File: config.mk
export PLATFORM = sky130hd
export DESIGN_NAME = syn_current_engine_flat
export DESIGN_NICKNAME = d
export VERILOG_FILES = /design/src/rtl/snn_pkg.sv /design/src/rtl/syn_current_engine_if.sv /design/src/rtl/syn_decay_mult.sv /design/src/rtl/syn_current_engine.sv /design/src/flat_wrapper.sv
export SDC_FILE = /design/constraint.sdc
export NUM_CORES = 1
export LEC_CHECK = 0
export ABC_AREA = 1
export BUFFER_PORTS_ARGS = -buffer_cell sky130_fd_sc_hd__buf_2
export CAP_MARGIN = 20
export CORE_MARGIN = 1.5
export CORE_UTILIZATION = 50
export CTS_CLUSTER_SIZE = 28
export DETAILED_ROUTE_END_ITERATION = 6
export GPL_TIMING_DRIVEN = 0
export PLACE_DENSITY = 0.71
export SKIP_CTS_REPAIR_TIMING = 1
export SLEW_MARGIN = 20
export SYNTH_ARGS = -nofsm -noshare
export SYNTH_HDL_FRONTEND = slang
export SYNTH_HIERARCHICAL = 1
export SYNTH_SLANG_ARGS = --single-unit
File: constraint.sdc
create_clock -name clk -period 11.45 [get_ports clk]
set_input_delay 1.145 -clock clk [delete_from_list [all_inputs] [get_ports clk]]
set_output_delay 1.145 -clock clk [all_outputs]
set_load 0.01 [all_outputs]
File: src/rtl/snn_pkg.sv
// Shared definitions for the spiking-neuron datapath: sweep FSM encoding,
// default number formats and a width-parameterised saturating adder.
package snn_pkg;

  localparam int DEF_WIDTH      = 18;
  localparam int DEF_DECAY_FRAC = 8;
  localparam int SAT_W          = 64;

  typedef enum logic [1:0] {
    ST_IDLE  = 2'd0,
    ST_FETCH = 2'd1,
    ST_CALC  = 2'd2,
    ST_DONE  = 2'd3
  } eng_state_e;

  typedef logic signed [SAT_W-1:0] wide_t;

  // Operands arrive sign-extended; the sum is clamped to a w-bit two's complement range.
  function automatic wide_t sat_add(input wide_t a, input wide_t b, input int w);
    wide_t hi;
    wide_t lo;
    wide_t sum;
    hi  = (wide_t'(1) <<< (w - 1)) - wide_t'(1);
    lo  = ~hi;
    sum = a + b;
    if (sum > hi) begin
      return hi;
    end else if (sum < lo) begin
      return lo;
    end
    return sum;
  endfunction

endpackage

File: src/rtl/syn_current_engine_if.sv
// Step request, weight fetch and current stream between the neuron core and
// the synaptic current engine.
interface syn_current_engine_if
  import snn_pkg::*;
#(
  parameter int N_CH  = 4,
  parameter int WIDTH = DEF_WIDTH
);
  localparam int CH_W = $clog2(N_CH);

  logic                    step_valid;
  logic                    step_ready;
  logic [N_CH-1:0]         spike;
  logic                    clear;
  logic                    w_rd;
  logic [CH_W-1:0]         w_addr;
  logic signed [WIDTH-1:0] w_data;
  logic                    i_valid;
  logic [CH_W-1:0]         i_ch;
  logic signed [WIDTH-1:0] i_out;
  logic                    done;

  // master: the neuron core plus weight memory; slave: the engine.
  modport master (
    output step_valid, spike, clear, w_data,
    input  step_ready, w_rd, w_addr, i_valid, i_ch, i_out, done
  );

  modport slave (
    input  step_valid, spike, clear, w_data,
    output step_ready, w_rd, w_addr, i_valid, i_ch, i_out, done
  );

endinterface

File: src/rtl/syn_decay_mult.sv
// Combinational current update: fixed-point decay (floor rounding) and,
// on a spike, a saturating weight add on top of either the old or decayed current.
module syn_decay_mult
  import snn_pkg::*;
#(
  parameter int          WIDTH      = DEF_WIDTH,
  parameter int          DECAY_FRAC = DEF_DECAY_FRAC,
  parameter int unsigned DECAY      = 169,
  parameter int          MODE       = 0
) (
  input  logic signed [WIDTH-1:0] cur_i,
  input  logic signed [WIDTH-1:0] w_i,
  input  logic                    spike_i,
  output logic signed [WIDTH-1:0] cur_o
);

  localparam int PW = 2 * WIDTH;
  localparam logic signed [PW-1:0] DECAY_S = PW'(DECAY);

  logic signed [PW-1:0]    prod;
  logic signed [WIDTH-1:0] dec;
  logic signed [WIDTH-1:0] base;
  wide_t                   sum;

  // DECAY is below one in fixed point, so the shifted product always fits WIDTH.
  always_comb begin
    prod  = PW'(cur_i) * DECAY_S;
    dec   = WIDTH'(prod >>> DECAY_FRAC);
    base  = (MODE != 0) ? dec : cur_i;
    sum   = sat_add(SAT_W'(base), SAT_W'(w_i), WIDTH);
    cur_o = spike_i ? WIDTH'(sum) : dec;
  end

endmodule

File: src/rtl/syn_current_engine.sv
// N-channel time-multiplexed synaptic current engine: each accepted step sweeps
// every channel (fetch weight, update current) and streams the new currents out.
module syn_current_engine
  import snn_pkg::*;
#(
  parameter int          N_CH       = 4,
  parameter int          WIDTH      = DEF_WIDTH,
  parameter int          DECAY_FRAC = DEF_DECAY_FRAC,
  parameter int unsigned DECAY      = 169,
  parameter int          MODE       = 0
) (
  input logic                clk,
  input logic                reset,
  syn_current_engine_if.slave bus
);

  localparam int CH_W = $clog2(N_CH);

  eng_state_e              state_q, state_d;
  logic [CH_W-1:0]         ch_q, ch_d;
  logic [N_CH-1:0]         spike_q;
  logic                    i_valid_q;
  logic signed [WIDTH-1:0] i_out_q;
  logic [CH_W-1:0]         i_ch_q;
  logic signed [WIDTH-1:0] cur_all [N_CH];
  logic signed [WIDTH-1:0] cur_new;
  logic                    accept;

  assign accept         = bus.step_valid & bus.step_ready;
  assign bus.step_ready = (state_q == ST_IDLE) && !bus.clear && !reset;
  assign bus.w_rd       = (state_q == ST_FETCH);
  assign bus.w_addr     = ch_q;
  assign bus.done       = (state_q == ST_DONE);
  assign bus.i_valid    = i_valid_q;
  assign bus.i_ch       = i_ch_q;
  assign bus.i_out      = i_out_q;

  syn_decay_mult #(
    .WIDTH      (WIDTH),
    .DECAY_FRAC (DECAY_FRAC),
    .DECAY      (DECAY),
    .MODE       (MODE)
  ) u_decay_mult (
    .cur_i   (cur_all[ch_q]),
    .w_i     (bus.w_data),
    .spike_i (spike_q[ch_q]),
    .cur_o   (cur_new)
  );

  // Per-channel current store; clear is honoured only while idle.
  genvar gi;
  generate
    for (gi = 0; gi < N_CH; gi++) begin : g_ch
      logic signed [WIDTH-1:0] chan_q;
      always_ff @(posedge clk) begin
        if (reset) begin
          chan_q <= '0;
        end else if (state_q == ST_IDLE && bus.clear) begin
          chan_q <= '0;
        end else if (state_q == ST_CALC && ch_q == CH_W'(gi)) begin
          chan_q <= cur_new;
        end
      end
      assign cur_all[gi] = chan_q;
    end
  endgenerate

  always_comb begin
    state_d = state_q;
    ch_d    = ch_q;
    case (state_q)
      ST_IDLE: begin
        if (accept) begin
          state_d = ST_FETCH;
          ch_d    = '0;
        end
      end
      ST_FETCH: state_d = ST_CALC;
      ST_CALC: begin
        if (ch_q == CH_W'(N_CH - 1)) begin
          state_d = ST_DONE;
        end else begin
          ch_d    = ch_q + CH_W'(1);
          state_d = ST_FETCH;
        end
      end
      ST_DONE: begin
        state_d = ST_IDLE;
        ch_d    = '0;
      end
      default: state_d = ST_IDLE;
    endcase
  end

  always_ff @(posedge clk) begin
    if (reset) begin
      state_q   <= ST_IDLE;
      ch_q      <= '0;
      spike_q   <= '0;
      i_valid_q <= 1'b0;
      i_out_q   <= '0;
      i_ch_q    <= '0;
    end else begin
      state_q   <= state_d;
      ch_q      <= ch_d;
      i_valid_q <= (state_q == ST_CALC);
      if (accept) begin
        spike_q <= bus.spike;
      end
      // Output register trails CALC by one cycle, so i_valid lands in FETCH/DONE.
      if (state_q == ST_CALC) begin
        i_out_q <= cur_new;
        i_ch_q  <= ch_q;
      end
    end
  end

endmodule

File: src/flat_wrapper.sv
// flat-port wrapper written by rule: the top's interface ports become plain ports
module syn_current_engine_flat import snn_pkg::*;
#(
  parameter int          N_CH       = 4,
  parameter int          WIDTH      = DEF_WIDTH,
  parameter int          DECAY_FRAC = DEF_DECAY_FRAC,
  parameter int unsigned DECAY      = 169,
  parameter int          MODE       = 0
)
  (clk, reset, bus_step_valid, bus_spike, bus_clear, bus_w_data, bus_step_ready, bus_w_rd, bus_w_addr, bus_i_valid, bus_i_ch, bus_i_out, bus_done);
  syn_current_engine_if #(.N_CH(N_CH), .WIDTH(WIDTH)) bus_i ();
  input logic clk;
  input logic reset;
  input wire logic [$bits(bus_i.step_valid)-1:0] bus_step_valid;
  input wire logic [$bits(bus_i.spike)-1:0] bus_spike;
  input wire logic [$bits(bus_i.clear)-1:0] bus_clear;
  input wire logic [$bits(bus_i.w_data)-1:0] bus_w_data;
  output wire logic [$bits(bus_i.step_ready)-1:0] bus_step_ready;
  output wire logic [$bits(bus_i.w_rd)-1:0] bus_w_rd;
  output wire logic [$bits(bus_i.w_addr)-1:0] bus_w_addr;
  output wire logic [$bits(bus_i.i_valid)-1:0] bus_i_valid;
  output wire logic [$bits(bus_i.i_ch)-1:0] bus_i_ch;
  output wire logic [$bits(bus_i.i_out)-1:0] bus_i_out;
  output wire logic [$bits(bus_i.done)-1:0] bus_done;
  assign bus_i.step_valid = bus_step_valid;
  assign bus_i.spike = bus_spike;
  assign bus_i.clear = bus_clear;
  assign bus_i.w_data = bus_w_data;
  assign bus_step_ready = bus_i.step_ready;
  assign bus_w_rd = bus_i.w_rd;
  assign bus_w_addr = bus_i.w_addr;
  assign bus_i_valid = bus_i.i_valid;
  assign bus_i_ch = bus_i.i_ch;
  assign bus_i_out = bus_i.i_out;
  assign bus_done = bus_i.done;
  syn_current_engine #(.N_CH(N_CH), .WIDTH(WIDTH), .DECAY_FRAC(DECAY_FRAC), .DECAY(DECAY), .MODE(MODE)) u_core (.clk(clk), .reset(reset), .bus(bus_i));
endmodule
==> results of run 1 <==
[where the power goes]
| group | internal, mW | leakage (nW) | switching (mW) | total [mW] |
|---|---|---|---|---|
| clock network | 0.154 | 0.136 | 0.136 | 0.290 |
| registers | 0.359 | 0.816 | 0.00552 | 0.365 |
| logic | 0.284 | 3.61 | 0.649 | 0.933 |
| total | 0.797 | 4.57 | 0.791 | 1.59 |
[through the flow]
step           utilization (%)  total power, mW  hold slack, ns  std cells  setup slack, ns
6_report                  56.1             1.59           0.459       1505             5.31
5_1_grt                   56.1             1.71           0.476       1505             5.08
4_1_cts                   56.1             1.58           0.459       1505             5.41
3_5_place_dp              54.4             1.29           0.448       1489             5.45
3_3_place_gp              54.4             1.28           0.443       1489             5.46
2_1_floorplan                -             1.03           0.433       1219             6.86
[kinds of logic (layout without fill, tap and decap cells)]
group,Yosys count,in the layout
XOR/XNOR,13,13
AND/OR/NAND/NOR,506,506
buffers and inverters,214,280
AO/OA/AOI/OAI,257,257
adder cells (fa/ha/maj),128,128
flip-flops,101,101
[layer usage]
metal	up-vias	track usage [%]
met1	3855	35.0
met5	-	0
met3	45	3.04
li1	4119	-
met2	269	48.9
met4	0	10.4
[critical path: stages (launching register included)]
cell      delay [ns]
dfxtp_1         0.45
clkbuf_1        0.37
buf_2           0.32
nor2_1          0.07
o22ai_1         0.84
ha_1            0.40
ha_1            0.30
fa_1            0.54
inv_1           0.05
fa_1            0.52
inv_1           0.05
ha_1            0.34
a21oi_1         0.30
nand2_1         0.10
a21oi_1         0.13
nand2_1         0.14
nand2_1         0.11
nand3_1         0.08
a31oi_1         0.61
nand3_1         0.16
a21oi_1         0.17
[cells in the final DEF, fill, tap and decap left out, types with 4 or more instances in the layout]
cell type	count
clkbuf_16	9
nand2_4	4
nor3_1	8
o22ai_1	18
nand3_1	116
nor4_1	4
fa_1	33
nand2_2	6
xor2_1	10
inv_1	158
o21bai_1	6
buf_4	10
nand2_1	218
a21oi_1	132
ha_1	95
o21ai_0	79
nor2_1	131
nand4_1	7
a21oi_2	12
buf_2	60
clkbuf_1	21
buf_6	8
inv_2	5
dfxtp_1	101
nor2_2	4
[layout make-up]
class,instances,area (um^2)
Fill cell,1731,7310
Multi-Input combinational cell,904,5580
Sequential cell,101,2020
Inverter,164,616
Buffer,50,315
Tap cell,220,275
Timing Repair Buffer,50,250
Clock buffer,11,243
Clock inverter,5,35.0
[sequential cells by signal, summed over array words and instances, names as in the netlist]
signal,cells
u_core/bus.i_valid,1
u_core/bus.i_out,18
u_core/bus.i_ch,2
u_core/bus.w_addr,2
u_core/g_ch.chan_q,72
u_core/state_q,2
u_core/spike_q,4
[worst max path at each step]
stage	from	cells after the start	endpoint	slack, ns
after floorplan	u_core/bus.w_addr[0]	20	u_core/g_ch[0].chan_q[17]	6.86
after global placement	u_core/bus.w_addr[0]	20	u_core/g_ch[1].chan_q[17]	5.46
after detailed placement	u_core/bus.w_addr[0]	20	u_core/g_ch[0].chan_q[17]	5.45
after CTS	u_core/bus.w_addr[0]	20	u_core/g_ch[0].chan_q[17]	5.41
after global routing	u_core/bus.w_addr[0]	20	u_core/g_ch[1].chan_q[17]	5.08
final	u_core/bus.w_addr[0]	20	u_core/g_ch[0].chan_q[17]	5.31
==> flow_metrics.tcl, run 1 <==
set metrics [dict create \
    status "finished clean" \
    crit_fanout 10 \
    r2r_cells 20 \
    synthArstFlopShare_pct 0 \
    critPathArrivalTime_ns 6.42 \
    rsz0062_at_grt "false" \
    worstSetupPathType "reg -> reg" \
    grt_max_degree 17 \
    num_io_pins 52 \
    worstHoldPathCells 2 \
    gp_congestion 0.932 \
    wl_met2_um 11700 \
    finalInstanceArea_um2 9330 \
    vdd_ir_drop_max_mv 0.105 \
    vias 8288 \
    antenna_found_initial 0 \
    synthesis.area_um2 8520 \
    wl_met3_um 1300 \
    crit_path_end_kind "register" \
    dieHeight_um 134 \
    diodes 0 \
    drive_above_1_share_pct 10.6 \
    wl_per_cell_um 16.1 \
    finalHoldViolations 0 \
    dr.pass1.iters 5 \
    grt.overflow.total 0 \
    r2r_setup_slack_ns 5.31 \
    drt-vias-per-instance 5.51 \
    holdPathEnd "u_core/g_ch[2].chan_q[17]" \
    hpwl_um 19100 \
    start_util_pct 51.2 \
    min-delay-start "u_core/g_ch[2].chan_q[17]" \
    synth_top_family_by_area "simple AND/OR/NAND/NOR gates" \
    cts_buffer_depth 2 \
    drc 0 \
    grt_pass1_wl_um 39200 \
    wl_met1_um 10400 \
    post-synth-top-area-cell "dfxtp_1" \
    synthAdderAreaFrac_pct 21.7 \
    synth.area.top_cells "dfxtp_1 24%, ha_1 14%, nand2_1 9.6%" \
    fin_tns_setup_ns 0 \
    cts_sinks 101 \
    max_freq_mhz 163 \
    cap_violations 0 \
    clk_latency_ns 0.35 \
    htree_levels 3 \
    synthDistinctLibCells 41 \
    hold_class "reg -> reg" \
    syn_inst 1219 \
    synthSimpleGateAreaFrac_pct 25.8 \
    highest_layer "met4" \
    ys_seq_area_share_pct 23.7 \
    p_per_area_nw_per_um2 170 \
    grt.total_usage_pct 27.8 \
    synth_seq_cells 101 \
    synth-edff-count 0 \
    wl_um 24200 \
    fin_skew_ns 0.00743 \
    setup_viol 0 \
    io_buffer_count 50 \
    cts_buffers 9 \
    synth.most_common_cell "nand2_1" \
    postRouteAntennaNets 0 \
    slew_headroom_pct 26.4 \
    leakagePower_nw 4.57 \
    row_count 47 \
    regToRegStartpoint "u_core/bus.w_addr[0]" \
    cp-start-kind "register" \
    dpl-instance-area_um2 9060 \
    grt_pass1_vias 7930 \
    dieArea_um2 17800 \
    fin_crit_sh_pct 53.6 \
    fin_nets 1434 \
    die_w_um 134 \
    maxSlewViolCount 0 \
    required_ns 11.73 \
    synth_fp_nets 1373 \
    drt_iter0_drc 628 \
    synth_xor_area_share_pct 1.34 \
    syn_area_per_cell_um2 6.99 \
    cts_root_buf "clkbuf_16" \
    period_needed_ns 6.14 \
    cts_tree "done" \
    synthMuxAreaShare_pct 0 \
    critical_path.reg2reg.endpoint "u_core/g_ch[0].chan_q[17]" \
    yosys_warnings 6 \
    core_um2 16600 \
    synth_compound_area_share_pct 16.5 \
    synth_common_cells "218 x nand2_1, 158 x inv_1, 132 x a21oi_1" \
    area_growth_pct 9.50 \
    cts.clk_slew.worst_paths_ns 0.07 \
    synth_top_area_share_pct 23.7 \
    tightest_slew_ns 1.10 \
    synth_ff_type "dfxtp_1" \
]
Power figures use the tool's default switching activity.
==> run 2, diff against run 1 <==
==> constraint.sdc (replaced) <==
create_clock -name clk -period 6.1 [get_ports clk]
set_input_delay 0.61 -clock clk [delete_from_list [all_inputs] [get_ports clk]]
set_output_delay 0.61 -clock clk [all_outputs]
set_load 0.01 [all_outputs]
==> flow_metrics.tcl, run 2 (synthesized netlist as in run 1, its figures left out) <==
set metrics [dict create \
    p_total_mw 3.00 \
    regToRegStartpoint "u_core/bus.w_addr[0]" \
    die_w_um 134 \
    hold_class "reg -> reg" \
    largest_reg_flops 72 \
    dieHeight_um 134 \
    postRouteAntennaNets 0 \
    gp_congestion 0.932 \
    max_freq_mhz 172 \
    grt.overflow.total 0 \
    htree_levels 3 \
    cts_root_buf "clkbuf_16" \
    grt.total_usage_pct 27.8 \
    grt_pass1_wl_um 39200 \
    slowest_delay_ns 0.66 \
    antenna_found_initial 0 \
    leakagePower_nw 4.59 \
    fin_skew_ns 0.00733 \
    rsz0062_at_grt "false" \
    hpwl_um 19100 \
    row_count 47 \
    cp_top_family "adder cells" \
    maxSlewViolCount 0 \
    dr.pass1.iters 5 \
    setup_viol 0 \
    drt-vias-per-instance 5.51 \
    cts_buffer_depth 2 \
    drc 0 \
    critPathArrivalTime_ns 6.10 \
    io_buffer_count 50 \
    fillers 1716 \
    fin_util_pct 56.5 \
    slowest_stage "o22ai_1" \
    fin_crit_sh_pct 95.3 \
    vias 8290 \
    cts.clk_slew.worst_paths_ns 0.07 \
    cap_violations 0 \
    area_growth_pct 10.4 \
    setup.worst_path.start "u_core/bus.w_addr[0]" \
    finalHoldViolations 0 \
    diodes 0 \
    hold_ws_ns 0.458 \
    layout_common_cells "218 x nand2_1, 158 x inv_1, 132 x a21oi_1" \
    critPathBufInv 5 \
    wl_um 24300 \
    slew_headroom_pct 42.7 \
    period_needed_ns 5.81 \
    grt_pass1_vias 7930 \
    drt_iter0_drc 692 \
    tightest_slew_ns 0.859 \
    cts_tree "done" \
    num_io_pins 52 \
    fin_nets 1434 \
    crit_fanout 10 \
    min-delay-start "u_core/g_ch[2].chan_q[7]" \
    p_per_area_nw_per_um2 318 \
    cp-start-kind "register" \
    wl_per_cell_um 16.2 \
    core_um2 16600 \
    largest_register "u_core/g_ch.chan_q" \
    clk_latency_ns 0.35 \
    layout_commonest_cell "nand2_1" \
    grt_max_degree 17 \
    crit_path_end_kind "register" \
    crit_chain "clkbuf_1, buf_2, nor2_1, o22ai_1, ha_1, ha_1, inv_1, fa_1, fa_1, inv_1, ha_1, nand2_1, inv_1, a21oi_1, nand2_1, nand2_1, nand3_1, o21a_1, a21oi_1, nand3_1, a21oi_1" \
    cts_buffers 9 \
    start_util_pct 51.2 \
    drive_above_1_share_pct 11.5 \
    status "finished clean" \
    vdd_ir_drop_max_mv 0.197 \
    fin_tns_setup_ns 0 \
    worstSetupPathType "reg -> reg" \
    cts_sinks 101 \
    required_ns 6.38 \
    dieArea_um2 17800 \
]
==> run 2: cell types whose count changed in the layout (fill, tap and decap cells not counted) <==
| cell | change |
|---|---|
| o22ai_1 | -12 |
| o22ai_2 | +12 |
==> run 2: stage by stage <==
step / area (um^2) / cells / setup slack [ns]
2_1_floorplan: 8520 / 1219 / 1.51
3_3_place_gp: 9050 / 1489 / 0.113
3_5_place_dp: 9060 / 1489 / 0.104
4_1_cts: 9330 / 1505 / 0.0638
5_1_grt: 9410 / 1505 / 0.0270
6_report: 9410 / 1505 / 0.287
==> run 2: path summary, 6_finish.rpt <==
path / cells past startpoint / end / slack (ns)
worst max register to register: 21 / u_core/g_ch[1].chan_q[6] / 0.29
worst min register to register: 2 / u_core/g_ch[2].chan_q[7] / 0.46
worst min-delay path: 2 / u_core/g_ch[2].chan_q[7] / 0.46
worst max-delay path: 21 / u_core/g_ch[1].chan_q[6] / 0.29
==> run 2: area by class of cell <==
| cell class | count | area, um^2 | share of cell area, % |
|---|---|---|---|
| multi-input cells | 904 | 5650 | 60.1 |
| clock buffers | 11 | 243 | 2.58 |
| repair buffers | 50 | 250 | 2.66 |
| inverters | 164 | 616 | 6.54 |
| well taps | 220 | 275 | 2.93 |
| plain buffers | 50 | 315 | 3.35 |
| clock inverters | 5 | 35.0 | 0.372 |
| flip-flops and latches | 101 | 2020 | 21.5 |
==> run 2: power breakdown <==
group | internal, mW | switching, mW
clock | 0.289 | 0.255
combinational | 0.541 | 1.23
sequential | 0.675 | 0.0104
==> run 2: layer usage <==
metal | share of wire (%) | track usage (%) | up-vias
li1 | - | - | 4123
met1 | 44 | 35.0 | 3887
met2 | 49 | 48.9 | 236
met3 | 5.0 | 3.04 | 44
met4 | 2.6 | 10.4 | 0
met5 | 0 | 0 | -
==> run 2: worst register-to-register path, stage by stage, from the launching register on <==
cell and delay, ns:
dfxtp_1 0.45, clkbuf_1 0.37, buf_2 0.32, nor2_1 0.08, o22ai_1 0.66, ha_1 0.36
ha_1 0.27, inv_1 0.05, fa_1 0.52, fa_1 0.55, inv_1 0.04, ha_1 0.34
nand2_1 0.15, inv_1 0.06, a21oi_1 0.24, nand2_1 0.17, nand2_1 0.09, nand3_1 0.09
o21a_1 0.23, a21oi_1 0.41, nand3_1 0.13, a21oi_1 0.16
==> run 3, diff against run 2 <==
--- a/config.mk
+++ b/config.mk
@@ -10,11 +10,13 @@
 export CAP_MARGIN = 20
 export CORE_MARGIN = 1.5
 export CORE_UTILIZATION = 50
+export CTS_BUF_LIST = sky130_fd_sc_hd__clkbuf_8
 export CTS_CLUSTER_SIZE = 28
 export DETAILED_ROUTE_END_ITERATION = 6
 export GPL_TIMING_DRIVEN = 0
 export PLACE_DENSITY = 0.71
 export SKIP_CTS_REPAIR_TIMING = 1
+export SKIP_LAST_GASP = 1
 export SLEW_MARGIN = 20
 export SYNTH_ARGS = -nofsm -noshare
 export SYNTH_HDL_FRONTEND = slang
==> flow_metrics.tcl, run 3 (synthesized netlist as in run 1, its figures left out) <==
set metrics [dict create \
    crit_path_end_kind "register" \
    setup_ws_ns 0.289 \
    hpwl_um 19100 \
    leakagePower_nw 4.55 \
    drive_above_1_share_pct 11.5 \
    diodes 0 \
    dr.pass1.iters 5 \
    largest_register "u_core/g_ch.chan_q" \
    rsz0062_at_grt "false" \
    drc 0 \
    hold_class "reg -> reg" \
    setup_viol 0 \
    fin_skew_ns 0.00925 \
    cts_tree "done" \
    fin_util_pct 55.9 \
    slew_headroom_pct 42.8 \
    crit_fanout 10 \
    grt.overflow.total 0 \
    core_um2 16600 \
    num_io_pins 52 \
    cap_violations 0 \
    dieArea_um2 17800 \
    grt_pass1_vias 7904 \
    cts_root_buf "clkbuf_8" \
    hold_ws_ns 0.462 \
    htree_levels 3 \
    maxSlewViolCount 0 \
    largest_reg_flops 72 \
    instances_no_fill 1505 \
    grt_max_degree 17 \
    drt-vias-per-instance 5.51 \
    wl_per_cell_um 16.1 \
    layout_common_cells "218 x nand2_1, 159 x inv_1, 132 x a21oi_1" \
    fin_crit_sh_pct 95.3 \
    row_count 47 \
    drt_iter0_drc 641 \
    place_ws_ns 0.104 \
    fin_tns_setup_ns 0 \
    cp-start-kind "register" \
    postRouteAntennaNets 0 \
    layout_commonest_cell "nand2_1" \
    grt_pass1_wl_um 39200 \
    io_buffer_count 50 \
    grt.total_usage_pct 27.8 \
    p_total_mw 2.85 \
    start_util_pct 51.2 \
    cts_buffer_depth 2 \
    cts.clk_slew.worst_paths_ns 0.09 \
    p_per_area_nw_per_um2 306 \
    cts_buffers 9 \
    dpl-instance-area_um2 9060 \
    critPathArrivalTime_ns 6.12 \
    clk_latency_ns 0.38 \
    required_ns 6.41 \
    period_needed_ns 5.81 \
    vdd_ir_drop_max_mv 0.214 \
    die_w_um 134 \
    finalInstanceArea_um2 9310 \
    fin_nets 1434 \
    tightest_slew_ns 0.858 \
    gp_congestion 0.932 \
    dp_cells 1489 \
    max_freq_mhz 172 \
    finalHoldViolations 0 \
    area_growth_pct 9.19 \
    vias 8298 \
    status "finished clean" \
    worstSetupPathType "reg -> reg" \
    antenna_found_initial 0 \
    dieHeight_um 134 \
    cts_sinks 101 \
    fillers 1727 \
    wl_um 24300 \
]
run 3: changes by cell type in the layout (fill, tap and decap cells not counted):
| cell | change |
|---|---|
| clkbuf_16 | -9 |
| clkbuf_8 | +9 |
| inv_1 | +1 |
| clkbuf_1 | -1 |
run 3: cell type report:
class	instances	area, um^2	share of cell area, %
inverter	164	616	6.61
sequential	101	2020	21.7
buffer	50	315	3.39
multi-input combinational	904	5650	60.7
clock buffer	10	138	1.48
timing repair buffer	50	250	2.69
tap	220	275	2.96
clock inverter	6	38.8	0.417
run 3: worst max-delay path: stages (launching register included):
cell and delay [ns]:
dfxtp_1 0.46, clkbuf_1 0.36, buf_2 0.31, nor2_1 0.07, o22ai_1 0.63, ha_1 0.36, ha_1 0.27, inv_1 0.05
fa_1 0.52, fa_1 0.55, inv_1 0.04, ha_1 0.34, inv_1 0.07, o21ai_0 0.08, a21oi_1 0.24, nand2_1 0.15
nand2_1 0.10, and3_1 0.14, nor3_1 0.07, a21oi_1 0.58, nand3_1 0.15, a21oi_1 0.18
run 3: final timing paths:
| path | start | endpoint | slack (ns) | depth (start not counted) |
|---|---|---|---|---|
| setup / recovery | u_core/bus.w_addr[0] | u_core/g_ch[0].chan_q[5] | 0.29 | 21 |
| hold / removal | u_core/g_ch[2].chan_q[7] | u_core/g_ch[2].chan_q[7] | 0.46 | 2 |
| hold reg to reg | u_core/g_ch[2].chan_q[7] | u_core/g_ch[2].chan_q[7] | 0.46 | 2 |
| setup reg to reg | u_core/bus.w_addr[0] | u_core/g_ch[0].chan_q[5] | 0.29 | 21 |
run 3: routing by layer:
layer,GRT usage [%],up-vias,share of wire (%)
li1,-,4118,-
met1,35.2,3870,44
met2,48.1,259,48
met3,2.55,51,4.5
met4,12.3,0,3.2
met5,0,-,0
run 3: power by group:
group | internal, mW | switching [mW]
clock network | 0.159 | 0.237
logic | 0.541 | 1.23
registers | 0.674 | 0.0104
total | 1.37 | 1.47
